===== config.mk =====
export PLATFORM = sky130hd
export DESIGN_NAME = uart_autobaud
export DESIGN_NICKNAME = d
export VERILOG_FILES = /design/src/rtl/uart_autobaud.sv
export SDC_FILE = /design/constraint.sdc
export NUM_CORES = 1
export LEC_CHECK = 0
export BUFFER_PORTS_ARGS = -buffer_cell sky130_fd_sc_hd__buf_2
export CORE_UTILIZATION = 30
export DETAILED_ROUTE_END_ITERATION = 10
export GPL_TIMING_DRIVEN = 0
export PLACE_DENSITY = 0.53
export REMOVE_ABC_BUFFERS = 1
export SYNTH_ARGS = -nofsm -noshare
export SYNTH_HDL_FRONTEND = slang
export SYNTH_SLANG_ARGS = --single-unit

===== constraint.sdc =====
create_clock -name clk -period 6.3 [get_ports clk]
set_clock_uncertainty 0.1 [all_clocks]
set_input_delay 0.63 -clock clk [delete_from_list [all_inputs] [get_ports clk]]
set_output_delay 0.63 -clock clk [all_outputs]
set_load 0.01 [all_outputs]

===== src/rtl/uart_autobaud.sv =====
// UART auto-baud: times eight bit periods of a 0x55 sync character and reports divisor = period - 1.
// valid pulses 1 cycle after the 5th fall on rx_s (3 cycles from the pin); no backpressure, start ignored while busy.
module uart_autobaud #(
  parameter logic [11:0] DEFAULT_DIV = 12'd433,
  parameter int          IDLE_CYCLES = 16,
  parameter logic [14:0] TIMEOUT     = 15'h7fff
) (
  input  logic        clk,
  input  logic        reset,
  input  logic        start,
  input  logic        uart_read,
  output logic [11:0] divisor,
  output logic        valid,
  output logic        busy,
  output logic        error
);

  localparam int IW = $clog2(IDLE_CYCLES + 1);

  typedef enum logic [2:0] {IDLE, ARM, WAIT_START, MEASURE, DONE} state_t;

  state_t          state;
  logic            rx_m, rx_s, rx_d;
  logic            fall;
  logic [IW-1:0]   idle_cnt;
  logic [14:0]     cnt;
  logic [2:0]      fall_cnt;
  logic [12:0]     period;
  logic            period_ok;

  always_ff @(posedge clk or negedge reset) begin
    if (!reset) begin
      rx_m <= 1'b1;
      rx_s <= 1'b1;
      rx_d <= 1'b1;
    end else begin
      rx_m <= uart_read;
      rx_s <= rx_m;
      rx_d <= rx_s;
    end
  end

  assign fall = rx_d & ~rx_s;

  // Rounded bit period from the live counter, so the result registers on the 5th fall itself.
  assign period    = 13'(({1'b0, cnt} + 16'd4) >> 3);
  assign period_ok = (period >= 13'd2) && (period <= 13'd4096);

  always_ff @(posedge clk or negedge reset) begin
    if (!reset) begin
      state    <= IDLE;
      divisor  <= DEFAULT_DIV;
      valid    <= 1'b0;
      busy     <= 1'b0;
      error    <= 1'b0;
      idle_cnt <= '0;
      cnt      <= '0;
      fall_cnt <= '0;
    end else begin
      valid <= 1'b0;
      case (state)
        IDLE: begin
          if (start) begin
            state    <= ARM;
            busy     <= 1'b1;
            error    <= 1'b0;
            idle_cnt <= '0;
          end
        end
        ARM: begin
          if (rx_s) begin
            if (idle_cnt == IW'(IDLE_CYCLES - 1)) state <= WAIT_START;
            idle_cnt <= idle_cnt + 1'b1;
          end else begin
            idle_cnt <= '0;
          end
        end
        WAIT_START: begin
          if (fall) begin
            state    <= MEASURE;
            cnt      <= 15'd1;
            fall_cnt <= 3'd1;
          end
        end
        MEASURE: begin
          cnt <= cnt + 1'b1;
          if (fall) fall_cnt <= fall_cnt + 1'b1;
          if (fall && fall_cnt == 3'd4) begin
            state <= DONE;
            if (period_ok) begin
              // period 4096 wraps to 0 in 12 bits, so the subtraction still yields 4095.
              divisor <= period[11:0] - 12'd1;
              valid   <= 1'b1;
            end else begin
              error <= 1'b1;
            end
          end else if (cnt == TIMEOUT) begin
            state <= IDLE;
            busy  <= 1'b0;
            error <= 1'b1;
          end
        end
        DONE: begin
          state <= IDLE;
          busy  <= 1'b0;
        end
        default: begin
          state <= IDLE;
          busy  <= 1'b0;
        end
      endcase
    end
  end

endmodule


-- Yosys cells after proc, flatten, opt, wreduce, memory -nomap -nowiden
Cells that the tools add are included.
- register bits: 44
- bits of input ports: 4
- output and inout port bits: 15
- word-level logic and storage cells: 77
- add/sub/neg operators: 5
- magnitude comparators: 2
- equality and inequality tests: 15
- muxes and demuxes: 27
- bitwise gates (word level): 3
- reduce and logical (&&, ||, !) cells: 14
- operator list (cell ; count):
    one-hot mux 15 bit (2 select lines) ; 1
    two-way mux 3 bit ; 8
    adder 15 x 3 -> 16 bit (second input constant) ; 1
    adder 15 x 1 -> 15 bit (second input constant) ; 1
    equality test 15 bit (second input constant) ; 1
    two-way mux 15 bit ; 1
    != test 2 bit (second input constant) ; 7
    greater-or-equal comparator 13 x 2 -> 1 bit (second input constant) ; 1
    less-or-equal comparator 13 bit (second input constant) ; 1
    one-hot mux 3 bit (4 select lines) ; 1
    subtractor 12 x 1 -> 12 bit (second input constant) ; 1
    two-way mux 1 bit ; 10
    two-way mux 5 bit ; 2
    one-hot mux 5 bit (2 select lines) ; 1
    AND reduction 4 bit ; 2
    equality test 3 x 2 -> 1 bit (second input constant) ; 2
    != test 3 bit (second input constant) ; 2
    one-hot mux 3 bit (2 select lines) ; 1
    AND reduction 3 bit ; 2
    nonzero test 2 bit ; 3
    adder 5 x 1 -> 5 bit (second input constant) ; 1
    equality test 5 x 4 -> 1 bit (second input constant) ; 1
    AND reduction 5 bit ; 1
    AND reduction 2 bit ; 2
    other kinds (10) ; 12

-- Logic depth before layout (Yosys ltp)
Gate-level depths: netlist of the first run.
- word-level depth: 6
- gate-level depth with buffers: 11
- gate-level depth less buffers: 8

-- Worst setup path before layout of the first run
OpenSTA, ideal clock, no wires.
- path type: reg-to-reg
- start point: register cnt[2]
- end point: register divisor[2]
- library setup time: 125 ps
- arrival time: 2437 ps
- required time: 6075 ps
- slack: 3638 ps
- stages on the path, launching flop included: 12
- path buffers: 3
- clock period less this slack: 2662 ps
- cell sequence: dfrtp_1 ha_1 buf_2 nand3_1 nor2_1 xnor2_1 and4_1 buf_2 a21oi_2 nor3_4 buf_12 mux2_4
- word-level cells in the longest chain between the ends: 4
- elaborated cells on any way between the ends: 6
- those cells by class: add/sub (2); order compare (2); reduce/logical (2)
- ends and longest elaborated chain (what ; line ; RTL):
    start: declaration ; 26 ; logic [14:0] cnt;
    start signal: assignment ; 86 ; cnt <= cnt + 1'b1;
    adder 15 x 3 -> 16 bit * ; 46 ; assign period = 13'(({1'b0, cnt} + 16'd4) >> 3);
    greater-or-equal comparator 13 x 2 -> 1 bit / less-or-equal comparator 13 bit (equally long branches) ; 47 ; assign period_ok = (period >= 13'd2) && (period <= 13'd4096);
    logical AND 1 bit ; 47 ;
    AND reduction 3 bit (no line) ; - ;
    end signal: assignment ; 92 ; divisor <= period[11:0] - 12'd1;
    end: declaration ; 12 ; output logic [11:0] divisor,
Every way passes the cells marked *; elsewhere a longest branch is shown, timed or not.
A chain may end at the register's enable or synchronous reset.

-- Worst setup path after layout of the first run
- start point: register cnt[3]
- end point: register divisor[10]
Same word-level chain as after synthesis.

==> results of run 1 <==
==> cell families after synthesis <==
group | after synthesis | share of synthesized area, %
mux | 16 | 7.64
flops | 44 | 42.1
fa+ha+maj | 8 | 3.80
compound gates | 55 | 13.4
xor+xnor | 18 | 5.98
simple gates | 106 | 22.0
buf+inv | 25 | 5.08
==> synthesized netlist by cell type, drive strengths merged (2+ instances only) <==
library cell / number
a21oi: 10
a22o: 3
a41oi: 2
and2: 2
and3: 9
and4: 2
buf: 9
clkbuf: 7
dfrtp: 36
dfstp: 8
ha: 8
inv: 9
mux2: 12
mux2i: 4
nand2: 27
nand2b: 2
nand3: 18
nand3b: 3
nand4: 4
nor2: 19
nor2b: 2
nor3: 11
nor4: 3
o211ai: 3
o21ai: 21
o311ai: 2
o31ai: 8
xnor2: 9
xor2: 9
==> worst max-delay path by stage <==
stage | startpoint | end | slack, ps | depth (start not counted)
3_3_place_gp | cnt[2] | divisor[11] | 2870 | 8
4_1_cts | cnt[3] | divisor[11] | 2810 | 8
2_1_floorplan | cnt[3] | divisor[10] | 3450 | 7
3_5_place_dp | cnt[3] | divisor[10] | 2810 | 8
6_report | cnt[3] | divisor[10] | 2850 | 8
5_1_grt | cnt[3] | divisor[11] | 2590 | 8
==> per-layer routing <==
layer / global-route usage, % / vias up
met5: 0 / -
met4: 2.36 / 0
met3: 2.37 / 2
met2: 20.5 / 38
met1: 18.2 / 944
li1: - / 996
==> flip-flops by register name (all words and copies together), names as in the netlist <==
register / flops
cnt: 15
error: 1
rx_s: 1
rx_d: 1
rx_m: 1
busy: 1
fall_cnt: 3
state: 3
valid: 1
idle_cnt: 5
divisor: 12
==> stage by stage <==
| stage | setup WS [ps] | cells | instance area, µm² | total power, mW |
|---|---|---|---|---|
| final | 2850 | 387 | 2870 | 0.518 |
| after global routing | 2590 | 387 | 2870 | 0.539 |
| after CTS | 2810 | 387 | 2870 | 0.526 |
| after detailed placement | 2810 | 379 | 2760 | 0.307 |
| after global placement | 2870 | 379 | 2760 | 0.307 |
| after floorplan | 3450 | 256 | 2540 | 0.298 |
==> layout make-up <==
class,instances,area (µm²)
Clock buffer,6,72.6
Clock inverter,2,35.0
Fill cell,848,5520
Inverter,9,33.8
Multi-Input combinational cell,203,1390
Sequential cell,44,1110
Tap cell,105,131
Timing Repair Buffer,18,90.1
==> power groups by stage <==
stage               Clock, mW  Combinational [mW]  Sequential [mW]
floorplan                   0             0.00418            0.294
global placement            0              0.0126            0.294
detailed placement          0              0.0128            0.294
CTS                     0.224              0.0128            0.289
global route            0.236              0.0143            0.289
finish                  0.217              0.0120            0.289
==> critical path, delay by kind of cell (launching register included) <==
family,cells,cell delay (ps)
simple gates,4,1600
flops,1,450
fa+ha+maj,1,410
mux,1,410
compound gates,2,380
==> results.ini, run 1 <==
[floorplan]
die_h_um=95.8
start_util_pct=31.5
die_x_um=95.8
ioPinCount=19
design.die.area_um2=9170
fp-row-count=33
core_area_um2=8380

[clock_network]
clk_latency_ps=290
cts_root_buffer=clkbuf_8
cts_buffers=5
ctsResizeCount=0
cts_tree=built
tritoncts_num_sinks=44
hold_buffers=0
clkTransAtPathRegs_ps=90
clock_path_buffers=2
cts_setup_buffers=0
h-tree-depth=2

[synth]
yosys.area.top_type=dfrtp_1
ys_types=51
async_flop_share_pct=100
synth-main-ff-cell=dfrtp_1
synth_area_um2=2640
syn_avg_cell_area_um2=9.70
synth_edf_count=0
yosys-top-cells-area=dfrtp_1 (34%), dfstp_2 (8.0%), mux2_4 (4.0%)
synth_cells=272
yosysSeqAreaShare_pct=42.1
synth-seq-cells=44
ys_warn_count=0
synth_top_cell_area_share_pct=34.2

[worst_setup_path]
regToRegEndpoint=divisor[10]
r2r_setup_slack_ps=2850
reg2reg_depth=8
cp.required_ps=6390
worst_path_largest_cell_delay_ps=710
reg2reg_from=cnt[3]
worstSetupPathType=reg2reg
critPathLaunchType=register
endpoint_kind=register
crit_slowest_cell=nor3_4
cp.arrival_ps=3540
path_max_fanout=14
path_cells=ha_1 -> nand2_1 -> nor3_2 -> o21ai_0 -> a21oi_1 -> and4bb_4 -> nor3_4 -> mux2_2

[power]
power_switching_mw=0.110
p_leak_nw=1.23
pwr-share-seq_pct=55.7
ir_drop_mv=0.0883
combPwrFrac_pct=2.3
p_int_mw=0.407
switching_share_pct=21.3
power_density_nw_per_um2=181
p_clk_share_pct=42.0

[finish]
drive_above_1_share_pct=20.2
final_common_cell=dfrtp_1
layout_common_cells=dfrtp_1 (36), nand2_1 (27), o21ai_0 (21)
post-route-util_pct=34.2
num-nets-final=293
antenna_cells=0
syn_to_final_growth_pct=8.68

[sta]
tightest_slew_ps=1000
worst_hold_slack_ps=263
slew_violations=0
rsz0062_at_grt=no
setup_viol=0
hold_violations=0
fin_crit_ps=3450
slew_headroom_pct=33.2
tns_ps=0
fin_crit_sh_pct=54.7
fmax_ghz=0.290

[detailed_routing]
vias=1980
ant_nets=0
met1_length_mm=2.72
drt_iter0_markers=107
drc=0
routed-wl-met3_um=190
wl_per_cell_um=14.1
first_pass_iters=4
wl_met2_mm=2.52
vias_per_cell=5.12
wl_mm=5.46
highest_layer=met4

[worst_hold_path]
hold_path.class=reg2reg
hold_path.startpoint=rx_m
whs_path_depth=0
hold_end=rx_s

[grt]
track_usage_pct=12.8
grt_pass1_wl_mm=9.20
overflow=0
antenna_found_initial=0
first_global_vias=1829
grt_start_max_net_pins=45

[placed_design]
io_buffers=18
post-dp-hpwl_mm=3.84
gp_congestion=0.756

[flow_run]
maxCapViolations=0

[status]
status=completed

Note: power is estimated with default switching activity, not from simulation.
==> run 2: changes to the inputs <==
Settings changed: ABC_AREA set to 1.
Clock period 6.3 ns to 3.4 ns, I/O delays scaled along.
==> results.ini, run 2 <==
[floorplan]
die_x_um=99.2  ; +3.6%
die_h_um=99.2  ; +3.6%
core_area_um2=9200  ; +9.7%
ioPinCount=19  ; unchanged
design.die.area_um2=9850  ; +7.4%
fp-row-count=35  ; +6.1%
start_util_pct=30.8  ; -0.62 points

[finish]
num-nets-final=420  ; +43%
post-route-util_pct=34.2  ; about the same
fin_area_um2=3150  ; +9.8%
drive_above_1_share_pct=15.2  ; -5.1 points
syn_to_final_growth_pct=10.9
reg.largest.list=cnt x15, divisor x12, idle_cnt x5
antenna_cells=0  ; unchanged
regMostFlops=cnt
final_common_cell=nand2_1
largest_reg_flops=15  ; unchanged
layout_common_cells=nand2_1 (101), inv_1 (63), nand3_1 (38)

[status]
status=completed

[placed_design]
place_ws_ps=754  ; -2060 ps
io_buffers=18  ; unchanged
post-dp-hpwl_mm=4.44  ; +16%
gp_congestion=0.842  ; +11%
place_area_um2=3030  ; +9.8%

[flow_run]
maxCapViolations=0  ; unchanged

[grt]
grt_start_max_net_pins=45  ; unchanged
first_global_vias=2236  ; +22%
antenna_found_initial=0  ; unchanged
overflow=0  ; unchanged
track_usage_pct=13.0  ; +0.16 points
grt_pass1_wl_mm=10.3  ; +11%

[synth]
ys_warn_count=0  ; unchanged
yosysMostFrequentCell=nand2_1
synth-seq-cells=44  ; unchanged
synth_common_cells=nand2_1 (101), inv_1 (63), nand3_1 (38)
synth_cells=388  ; +43%
async_flop_share_pct=100  ; unchanged
yosys-top-cells-area=dfrtp_1 (32%), nand2_1 (13%), inv_1 (8.3%)
yosysSeqAreaShare_pct=39.2  ; -3.0 points
synth_edf_count=0  ; unchanged
yosys.area.top_type=dfrtp_1
synth_top_cell_area_share_pct=31.8  ; -2.4 points
synth-main-ff-cell=dfrtp_1
synth_area_um2=2840  ; +7.5%
ys_types=37  ; -27%
syn_avg_cell_area_um2=7.31  ; -25%

[sta]
hold_violations=0  ; unchanged
fin_crit_sh_pct=77.5  ; +23 points
finalWorstSetupSlack_ps=765  ; -2090 ps
slew_headroom_pct=34.3  ; +1.1 points
tightest_slew_ps=985  ; -16.7 ps
worst_hold_slack_ps=24.0  ; -239 ps
fmax_ghz=0.380  ; +31%
setup_viol=0  ; unchanged
rsz0062_at_grt=no
fin_crit_ps=2630  ; -814 ps
tns_ps=0  ; unchanged
slew_violations=0  ; unchanged

[detailed_routing]
ant_nets=0  ; unchanged
vias_per_cell=4.57  ; -11%
first_pass_iters=4  ; unchanged
wl_per_cell_um=11.2  ; -20%
wl_mm=5.84  ; +7.0%
drt_iter0_markers=92  ; -14%
vias=2378  ; +20%
drc=0  ; unchanged

[worst_setup_path]
crit_path_start=cnt[2]
path_max_fanout=14  ; unchanged
reg2reg_from=cnt[2]
worstSetupPathType=reg2reg
regToRegEndpoint=divisor[11]
r2r_setup_slack_ps=770  ; -2090 ps
cp.required_ps=3500  ; -2890 ps
endpoint_kind=register
critPathLaunchType=register
reg2reg_depth=12  ; +4
cp.arrival_ps=2730  ; -810 ps

[power]
combPwrFrac_pct=43.7  ; +41 points
pwr-share-seq_pct=35.8  ; -20 points
p_leak_nw=1.67  ; +35%
switching_share_pct=42.5  ; +21 points
p_int_mw=1.16  ; +180%
p_clk_share_pct=20.5  ; -22 points
power_density_nw_per_um2=640  ; +250%
ir_drop_mv=0.187  ; +110%
power_switching_mw=0.856  ; +680%

[clock_network]
tritoncts_num_sinks=44  ; unchanged
cts_root_buffer=clkbuf_8
clkTransAtPathRegs_ps=90  ; about the same
cts_buffers=5  ; unchanged
hold_buffers=0  ; unchanged
clock_path_buffers=2  ; unchanged
clk_latency_ps=300  ; about the same
ctsResizeCount=0  ; unchanged
cts_tree=built
h-tree-depth=2  ; unchanged
cts_setup_buffers=0  ; unchanged

[worst_hold_path]
hold_path.startpoint=uart_read
hold_path.class=in2reg
hold_end=rx_m
whs_path_depth=1  ; +1

[run 2: cell types whose count changed in the layout (fill, tap and decap cells not counted), moves of 5 or more]
cell,delta
nand2_1,+74
inv_1,+54
nand3_1,+21
nor2_1,+15
nand2_2,+9
and3_1,-8
o31ai_1,-8
mux2_4,-7
xnor2_1,-7
nor3_1,-6
mux2_2,-5
nand4_1,+5
nor2_4,+5
[run 2: worst max-delay path by stage]
stage	to	slack, ps	depth (start not counted)
floorplan	divisor[11]	1270	12
CTS	divisor[11]	740	12
finish	divisor[11]	770	12
global route	divisor[11]	510	12
detailed placement	divisor[11]	750	12
global placement	divisor[11]	810	12
[run 2: kinds of logic after synthesis]
family	after synthesis	share of synthesized area, %
AOI/OAI and AO/OA	41	8.12
xor gates and xnor gates	11	3.40
adders and majority gates	8	3.53
buffers and inverters	73	10.2
DFF	44	39.2
and+or+nand+nor	211	35.6
[run 2: critical path, stage by stage, from the launching register on]
cell and delay [ps]:
dfrtp_1 470, ha_1 290, nand3_2 160, inv_2 130, nand3_1 90, nand2_1 80, nand2_1 90, inv_1 90
nand2_1 60, a21boi_2 530, nand2_4 230, nor2_1 140, nor2_1 60
[run 2: layout make-up]
| type | instances | area, µm² |
|---|---|---|
| well taps | 111 | 139 |
| clock inverters | 3 | 47.5 |
| clock buffers | 5 | 68.8 |
| repair buffers | 18 | 90.1 |
| multi-input cells | 271 | 1440 |
| inverters | 68 | 255 |
| fillers | 980 | 6050 |
| flip-flops and latches | 44 | 1110 |
[run 2: power by group through the flow]
stage	Combinational, mW	Sequential, mW	Clock (mW)
final	0.880	0.721	0.412
after floorplan	0.670	0.727	0
after detailed placement	0.890	0.730	0
after CTS	0.892	0.722	0.433
after global routing	1.03	0.737	0.454
after global placement	0.877	0.727	0
[run 2: per-layer routing]
layer,vias to the layer above,global-route usage (%),wire [µm],share of wire [%]
met4,0,4.07,85,1.5
met5,-,0,0,0
li1,1265,-,-,-
met1,1086,16.9,2950,51
met3,5,2.11,105,1.8
met2,22,22.0,2700,46
[run 2: per-stage QoR]
stage | instances | power, mW
2_1_floorplan | 383 | 1.40
3_3_place_gp | 512 | 1.60
3_5_place_dp | 512 | 1.62
4_1_cts | 520 | 2.05
5_1_grt | 520 | 2.22
6_report | 520 | 2.01
==> run 3: changes to the inputs <==
Clock period 3.4 ns to 2.7 ns, I/O delays scaled along.
==> results.ini, run 3 (synthesis results as in run 2) <==
[flow_run]
maxCapViolations=0  ; unchanged

[finish]
num-nets-final=421  ; +0.24%
final_common_cell=nand2_1
syn_to_final_growth_pct=11.7
drive_above_1_share_pct=15.1  ; -0.037 points
regMostFlops=cnt
reg.largest.list=cnt x15, divisor x12, idle_cnt x5
largest_reg_flops=15  ; unchanged
layout_common_cells=nand2_1 (101), inv_1 (63), nand3_1 (38)
antenna_cells=0  ; unchanged

[sta]
hold_violations=0  ; unchanged
fin_crit_ps=2440  ; -197 ps
fin_crit_sh_pct=90.3  ; +13 points
slew_violations=0  ; unchanged
slew_headroom_pct=34.4  ; +0.11 points
fmax_ghz=0.410  ; +8.1%
finalWorstSetupSlack_ps=262  ; -503 ps
tns_ps=0  ; unchanged
tightest_slew_ps=984  ; -1.69 ps
setup_viol=0  ; unchanged
rsz0062_at_grt=no

[power]
ir_drop_mv=0.245  ; +31%
p_leak_nw=1.67  ; +0.35%
power_density_nw_per_um2=806  ; +26%

[clock_network]
clkTransAtPathRegs_ps=90  ; about the same
cts_setup_buffers=0  ; unchanged
cts_root_buffer=clkbuf_8
clock_path_buffers=2  ; unchanged
h-tree-depth=2  ; unchanged
cts_buffers=5  ; unchanged
tritoncts_num_sinks=44  ; unchanged
cts_tree=built
clk_latency_ps=300  ; about the same

[detailed_routing]
wl_per_cell_um=11.3  ; +0.37%
drt_iter0_markers=106  ; +15%
ant_nets=0  ; unchanged
vias=2379  ; +0.042%
drc=0  ; unchanged
vias_per_cell=4.57  ; -0.15%
first_pass_iters=4  ; unchanged
wl_mm=5.88  ; +0.56%

[placed_design]
gp_congestion=0.842  ; unchanged
post-dp-hpwl_mm=4.44  ; unchanged
io_buffers=18  ; unchanged
place_ws_ps=53.5  ; -700 ps

[floorplan]
die_x_um=99.2  ; unchanged
core_area_um2=9200  ; unchanged
ioPinCount=19  ; unchanged
die_h_um=99.2  ; unchanged
design.die.area_um2=9850  ; unchanged
fp-row-count=35  ; unchanged
start_util_pct=30.8  ; unchanged

[worst_setup_path]
worstSetupPathType=reg2reg
cp.arrival_ps=2540  ; -190 ps
cp.required_ps=2800  ; -700 ps
endpoint_kind=register
critPathLaunchType=register
path_max_fanout=14  ; unchanged

[worst_hold_path]
hold_path.class=in2async

[grt]
track_usage_pct=13.0  ; +0.015 points
grt_start_max_net_pins=45  ; unchanged
first_global_vias=2239  ; +0.13%
overflow=0  ; unchanged
antenna_found_initial=0  ; unchanged
grt_pass1_wl_mm=10.3  ; +0.14%

[status]
status=completed

-- run 3: cell types whose count changed in the layout (fill, tap and decap cells not counted) --
cell and change:
a21boi_2 -1, a21boi_4 +1, dlygate4sd3_1 +1, nand2_2 -1, nand2_4 +1
-- run 3: area by class of cell --
type | instances | area, µm²
clock buffer | 5 | 68.8
clock inverter | 3 | 47.5
fill | 979 | 6030
inverter | 68 | 255
multi-input combinational | 271 | 1450
sequential | 44 | 1110
tap | 111 | 139
timing repair buffer | 19 | 100
-- run 3: path summary, 6_finish.rpt --
path	from	to	slack [ps]	depth (start not counted)
max	cnt[2]	divisor[11]	260	12
min	reset	idle_cnt[0]	20	1
max reg2reg	cnt[2]	divisor[11]	260	12
min reg2reg	rx_m	rx_s	260	0
max in group asynchronous	reset	valid	1870	1
min in group clk	start	busy	100	3
-- run 3: metal layers --
metal  track usage (%)  vias up  part of all wire (%)
met5                 0        -                     0
met4              4.07        0                   1.4
met3              2.11        5                   1.8
met2              22.0       22                    46
met1              16.9     1085                    51
li1                  -     1267                     -
-- run 3: what timing repair did --
action	CTS	global route
setup endpoints to repair	0	13
gates resized for setup	0	2
endpoints found under the hold margin	1	0
hold buffers	1	0
-- run 3: metrics by stage --
| stage | std cells | util (%) | cell area [µm²] | hold slack (ps) | power (mW) |
|---|---|---|---|---|---|
| 3_3_place_gp | 512 | 33.0 | 3030 | 245 | 2.02 |
| 2_1_floorplan | 383 | - | 2800 | -126 | 1.76 |
| 5_1_grt | 521 | 34.5 | 3170 | 117 | 2.81 |
| 6_report | 521 | 34.5 | 3170 | 22.8 | 2.55 |
| 4_1_cts | 521 | 34.3 | 3160 | 75.0 | 2.58 |
| 3_5_place_dp | 512 | 33.0 | 3030 | 253 | 2.04 |
-- run 3: power by group --
group	leakage [nW]	internal [mW]	switching, mW
Clock	0.0583	0.279	0.244
Combinational	1.05	0.390	0.733
Sequential	0.569	0.793	0.115
-- run 3: critical path: stages, from the launching register on --
cell and delay, ps:
dfrtp_1 470, ha_1 290, nand3_2 160, inv_2 130, nand3_1 90, nand2_1 80, nand2_1 100, inv_1 90
nand2_1 90, a21boi_4 370, nand2_4 190, nor2_1 130, nor2_1 50
